--- config.mk ---
export PLATFORM = sky130hd
export DESIGN_NAME = clk_div_multi
export DESIGN_NICKNAME = d
export VERILOG_FILES = /design/src/rtl/clk_div_pkg.sv /design/src/rtl/clk_div_chan.sv /design/src/rtl/clk_div_multi.sv
export SDC_FILE = /design/constraint.sdc
export NUM_CORES = 1
export LEC_CHECK = 0
export ABC_AREA = 1
export BUFFER_PORTS_ARGS = -buffer_cell sky130_fd_sc_hd__buf_4
export CAP_MARGIN = 15
export CORE_ASPECT_RATIO = 1.5
export CORE_MARGIN = 2
export CORE_UTILIZATION = 55
export DETAILED_ROUTE_END_ITERATION = 16
export MAX_ROUTING_LAYER = met4
export PLACE_DENSITY = 0.71
export SETUP_SLACK_MARGIN = 0.1
export SYNTH_ARGS = -nofsm -noshare
export SYNTH_HDL_FRONTEND = slang
export SYNTH_SLANG_ARGS = --single-unit
--- constraint.sdc ---
create_clock -name inclk -period 4.9 [get_ports inclk]
set_clock_uncertainty 0.15 [all_clocks]
set_input_delay 0.49 -clock inclk [delete_from_list [all_inputs] [get_ports inclk]]
set_output_delay 0.49 -clock inclk [all_outputs]
set_load 0.01 [all_outputs]
--- src/rtl/clk_div_pkg.sv ---
// Shared constants and helpers for the multi-channel clock divider.
package clk_div_pkg;

    localparam logic MODE_TOGGLE = 1'b0;
    localparam logic MODE_PULSE  = 1'b1;

    // A requested ratio of 0 behaves exactly like a ratio of 1.
    function automatic logic [31:0] div_eff(input logic [31:0] n);
        return (n == 32'd0) ? 32'd1 : n;
    endfunction

endpackage

--- src/rtl/clk_div_chan.sv ---
// One divider channel: counter, active/shadow ratio+mode, pending flag and
// registered clk_out/tick.  A shadow config becomes active only at a period boundary.
module clk_div_chan
    import clk_div_pkg::*;
#(
    parameter int DIV_W       = 30,
    parameter int DEFAULT_DIV = 50000000
) (
    input  logic             clk_i,
    input  logic             rst_ni,
    input  logic             en_i,
    input  logic             restart_i,
    input  logic             load_i,
    input  logic [DIV_W-1:0] cfg_div_i,
    input  logic             cfg_mode_i,
    output logic             clk_out_o,
    output logic             tick_o,
    output logic             pending_o
);

    localparam logic [DIV_W-1:0] DIV_RST = DIV_W'(div_eff(32'(DEFAULT_DIV)));

    logic [DIV_W-1:0] cnt_q, cnt_d;
    logic [DIV_W-1:0] div_q, div_d;
    logic [DIV_W-1:0] sh_div_q, sh_div_d;
    logic             mode_q, mode_d;
    logic             sh_mode_q, sh_mode_d;
    logic             pend_q, pend_d;
    logic             clk_q, clk_d;
    logic             tick_q, tick_d;
    logic [DIV_W-1:0] new_div;
    logic             tc;

    assign new_div = DIV_W'(div_eff(32'(cfg_div_i)));
    // >= rather than == keeps the counter bounded even if div ever shrank under it.
    assign tc      = (cnt_q >= div_q - DIV_W'(1));

    always_comb begin
        cnt_d     = cnt_q;
        div_d     = div_q;
        mode_d    = mode_q;
        sh_div_d  = sh_div_q;
        sh_mode_d = sh_mode_q;
        pend_d    = pend_q;
        clk_d     = clk_q;
        tick_d    = 1'b0;
        if (restart_i) begin
            cnt_d  = '0;
            clk_d  = 1'b0;
            pend_d = 1'b0;
            if (load_i) begin
                div_d  = new_div;
                mode_d = cfg_mode_i;
            end else if (pend_q) begin
                div_d  = sh_div_q;
                mode_d = sh_mode_q;
            end
        end else if (!en_i) begin
            cnt_d  = '0;
            clk_d  = 1'b0;
            pend_d = 1'b0;
            if (pend_q) begin
                div_d  = sh_div_q;
                mode_d = sh_mode_q;
            end
            if (load_i) begin
                sh_div_d  = new_div;
                sh_mode_d = cfg_mode_i;
                pend_d    = 1'b1;
            end
        end else begin
            if (tc) begin
                cnt_d  = '0;
                tick_d = 1'b1;
                if (pend_q) begin
                    div_d  = sh_div_q;
                    mode_d = sh_mode_q;
                    pend_d = 1'b0;
                end
                // Toggle only while both the old and the new mode are TOGGLE.
                clk_d = (mode_q == MODE_TOGGLE && mode_d == MODE_TOGGLE) ? ~clk_q : 1'b0;
            end else begin
                cnt_d = cnt_q + DIV_W'(1);
            end
            if (load_i) begin
                sh_div_d  = new_div;
                sh_mode_d = cfg_mode_i;
                pend_d    = 1'b1;
            end
        end
    end

    always_ff @(posedge clk_i or negedge rst_ni) begin
        if (!rst_ni) begin
            cnt_q     <= '0;
            div_q     <= DIV_RST;
            mode_q    <= MODE_TOGGLE;
            sh_div_q  <= DIV_RST;
            sh_mode_q <= MODE_TOGGLE;
            pend_q    <= 1'b0;
            clk_q     <= 1'b0;
            tick_q    <= 1'b0;
        end else begin
            cnt_q     <= cnt_d;
            div_q     <= div_d;
            mode_q    <= mode_d;
            sh_div_q  <= sh_div_d;
            sh_mode_q <= sh_mode_d;
            pend_q    <= pend_d;
            clk_q     <= clk_d;
            tick_q    <= tick_d;
        end
    end

    assign clk_out_o = clk_q;
    assign tick_o    = tick_q;
    assign pending_o = pend_q;

endmodule

--- src/rtl/clk_div_multi.sv ---
// Multi-channel programmable clock divider / tick generator.  Config handshake:
// a transfer happens on a posedge where cfg_valid & cfg_ready; cfg_ready drops while the target channel holds a pending config.
module clk_div_multi
    import clk_div_pkg::*;
#(
    parameter int  NCH         = 4,
    parameter int  DIV_W       = 30,
    parameter int  DEFAULT_DIV = 50000000,
    localparam int CH_W        = (NCH > 1) ? $clog2(NCH) : 1
) (
    input  logic             inclk,
    input  logic             rst_n,
    input  logic             cfg_valid,
    output logic             cfg_ready,
    input  logic [CH_W-1:0]  cfg_chan,
    input  logic [DIV_W-1:0] cfg_div,
    input  logic             cfg_mode,
    input  logic [NCH-1:0]   ch_en,
    input  logic             sync_restart,
    output logic [NCH-1:0]   clk_out,
    output logic [NCH-1:0]   tick
);

    logic [NCH-1:0] pend;
    logic [NCH-1:0] load;

    // Out-of-range channels match no index, so they stay ready and load nothing.
    always_comb begin
        cfg_ready = 1'b1;
        for (int i = 0; i < NCH; i++) begin
            if (cfg_chan == CH_W'(i)) cfg_ready = ~pend[i];
        end
    end

    for (genvar g = 0; g < NCH; g++) begin : g_chan
        assign load[g] = cfg_valid & cfg_ready & (cfg_chan == CH_W'(g));

        clk_div_chan #(
            .DIV_W      (DIV_W),
            .DEFAULT_DIV(DEFAULT_DIV)
        ) u_chan (
            .clk_i     (inclk),
            .rst_ni    (rst_n),
            .en_i      (ch_en[g]),
            .restart_i (sync_restart),
            .load_i    (load[g]),
            .cfg_div_i (cfg_div),
            .cfg_mode_i(cfg_mode),
            .clk_out_o (clk_out[g]),
            .tick_o    (tick[g]),
            .pending_o (pend[g])
        );
    end

endmodule

==> flow_summary.ini <==
[layout]
drive_gt1_share_pct = 7.92
syn_to_final_growth_pct = 8.19
final_cell_area_mm2 = 0.0277
fillers = 4226
fin_util_pct = 60.3
fin_cells = 4178
nNetsFinal = 3723

[pwr]
static-leakage-power_nw = 13.9
p_per_area_mw_per_mm2 = 370
vdd_drop_max_mv = 0.262
finalPower_mw = 10.2

[clocking]
clock_latency_ns = 0.59
cts.sink_count = 380
tritoncts = yes
clockBufferDepth = 3
clk_pin_slew_ns = 0.07
postCtsSetupBuffers = 0
ctsRootBufferMaster = clkbuf_16
cts_buffers = 41
ctsHtreeMaxLevel = 2
post_cts_resized = 0
hold_buffers = 1

[floorplan]
dieArea_mm2 = 0.0483
ios = 50
fp-row-count = 96
start_util_pct = 55.7
die_x_um = 180
core_mm2 = 0.0459
die_h_um = 268

[sta]
slew_viol_final = 0
maxSlewHeadroom_pct = 13.0
hold_viol = 0
worst_pin_slew_ns = 1.30
setup_violations = 0
tns_ns = 0
rsz0062_at_grt = no
post-route-period-util_pct = 83.8
min_period_ns = 4.10
max_freq_mhz = 244

[worst_setup_path]
slowest_stage = nand3_2
path_buf_inv = 4
max_stage_delay_ns = 0.48
cp_cell_sequence = inv_1 > ha_1 > nand2_1 > nor3_1 > nand3_1 > xnor2_1 > inv_1 > ha_1 > nand2_1 > inv_1 > nand2_1 > a21oi_1 > nor2_1 > nand2_1 > nor2_2 > nand3_2 > buf_12 > nand2_1 > nand2_1
worstSetupPathType = register to register
cp_max_fo = 31
crit_family = simple AND/OR/NAND/NOR gates
endpoint_kind = register
start_kind = register
cp.arrival_ns = 4.43
crit_required_ns = 5.22
timing.critical_path.mode_cell = nand2_1

[logic_synthesis]
synth.most_common_cell = nand2_1
ys_ff_latch = 380
synth_edf_count = 0
netlist_area_mm2 = 0.0256
synth_top_cells_by_area = dfrtp_1 28%, nand2_1 15%, dfstp_2 9.9%
yosysSeqAreaShare_pct = 37.7
syn_nets = 3753
synth_top_cell_by_area = dfrtp_1
synth_top_area_share_pct = 27.8
synth_top_flop_cell = dfrtp_1
async_flop_share_pct = 100
yosysWarningCount = 0
synth_top_cells_by_count = 1010 x nand2_1, 448 x nor2_1, 438 x inv_1
syn_inst = 3584
synth.avg_cell_area_um2 = 7.14
synthDistinctLibCells = 43

[route]
postRouteAntennaNets = 0
wl_per_cell_um = 17.8
num_vias = 23301
drtIter0Drc = 1602
viasPerCell = 5.58
drcViolationCount = 0
drt_wl_total_mm = 74.5
drt-pass1-iter-count = 6

[global_routing]
grt_pass1_vias = 22946
grt.total_usage_pct = 32.1
antenna_found_initial = 4
overflow = 0
grt_max_degree = 126
grt_pass1_wl_mm = 121

[place]
gp_congestion = 0.942
dp_cells = 4097
placed_area_mm2 = 0.0263
dpl.hpwl_mm = 53.0
io_buffers = 49

[hold_path]
hold_class = input pin to register

[job]
maxCapViolCount = 0

[status]
status = completed
-- area by class of cell --
cell class	instances	area, um^2	share of cell area, %
multi-input combinational	2609	13600	49.2
sequential	380	9630	34.8
inverter	443	1660	6.01
clock buffer	60	1190	4.30
tap	588	736	2.66
timing repair buffer	79	666	2.41
clock inverter	16	150	0.543
antenna	3	7.51	0.0271
-- placed cells by master, fill, tap and decap left out, types with 3 or more instances in the layout --
master | synthesis | final
nand2_1 | 1010 | 1010
dfstp_2 | 96 | 96
nand3_2 | 3 | 5
xor2_1 | 115 | 115
o21ai_0 | 245 | 245
nor2_1 | 448 | 447
ha_1 | 128 | 128
xnor2_1 | 69 | 69
mux2i_1 | 58 | 58
clkbuf_1 | 79 | 12
buf_12 | 0 | 5
nand2_2 | 4 | 4
buf_4 | 11 | 72
diode_2 | 0 | 3
a21o_1 | 4 | 4
inv_1 | 438 | 438
or2_2 | 4 | 4
o21bai_1 | 6 | 6
inv_2 | 5 | 5
nor4_1 | 22 | 22
clkinv_2 | 0 | 8
nand4_1 | 166 | 166
clkbuf_8 | 0 | 5
nor3_2 | 4 | 4
o31ai_1 | 3 | 3
nor3b_1 | 5 | 5
dfrtp_2 | 0 | 3
a21oi_1 | 81 | 81
nand3_1 | 133 | 131
nor3_1 | 44 | 44
clkbuf_16 | 0 | 43
o21a_1 | 4 | 4
nor2_2 | 12 | 12
dfrtp_1 | 284 | 281
nand4_2 | 4 | 4
o21ai_1 | 24 | 24
-- state kept, by name (all words and copies together), names as in the netlist --
| signal | flops |
|---|---|
| g_chan.u_chan.cnt_q | 120 |
| g_chan.u_chan.div_q | 120 |
| g_chan.u_chan.sh_div_q | 120 |
| g_chan.u_chan.clk_out_o | 4 |
| g_chan.u_chan.mode_q | 4 |
| g_chan.u_chan.pending_o | 4 |
| g_chan.u_chan.sh_mode_q | 4 |
| g_chan.u_chan.tick_o | 4 |
-- logic make-up after synthesis --
group / synth area share [%]
AOI/OAI and AO/OA: 7.58
muxes: 2.27
buffers and inverters: 9.14
and+or+nand+nor: 30.8
DFF: 37.7
xor gates and xnor gates: 6.30
adders and majority gates: 6.26
-- per-stage QoR --
step / setup slack, ns / hold slack (ns)
floorplan: 1.69 / 0.0444
global placement: 0.769 / 0.299
detailed placement: 0.743 / 0.305
CTS: 0.716 / 0.0133
global route: 0.315 / 0.0222
finish: 0.795 / 0.0300
-- where the power goes --
part,switching [mW],internal (mW)
Combinational,1.67,1.03
Sequential,0.582,3.77
Clock,1.37,1.80
-- tightest hold or removal path, delay by kind of cell --
kind                   cells  cell delay (ns)
AO/OA/AOI/OAI              1             0.05
AND/OR/NAND/NOR            1             0.09
buffers and inverters      1             0.10
-- per-layer routing --
metal / share of wire (%) / vias to the layer above / track usage (%)
met3: 5.5 / 272 / 4.88
met5: 0 / - / -
met4: 7.7 / 0 / 22.0
met2: 48 / 710 / 52.6
met1: 39 / 10917 / 36.5
li1: - / 11402 / -
-- final timing paths --
kind	start	to	slack, ns	depth (start not counted)
worst max register to register	g_chan[2].u_chan.div_q[0]	g_chan[2].u_chan.div_q[0]	0.80	19
min in group asynchronous	rst_n	g_chan[0].u_chan.tick_o	0.31	2
worst max-delay path	g_chan[2].u_chan.div_q[0]	g_chan[2].u_chan.div_q[0]	0.80	19
worst min register to register	g_chan[2].u_chan.cnt_q[0]	g_chan[2].u_chan.cnt_q[0]	0.32	1
max in group asynchronous	rst_n	g_chan[1].u_chan.sh_div_q[8]	3.12	3
worst min-delay path	ch_en[0]	g_chan[0].u_chan.tick_o	0.03	3
No activity file was read; power rests on OpenSTA's default activity.
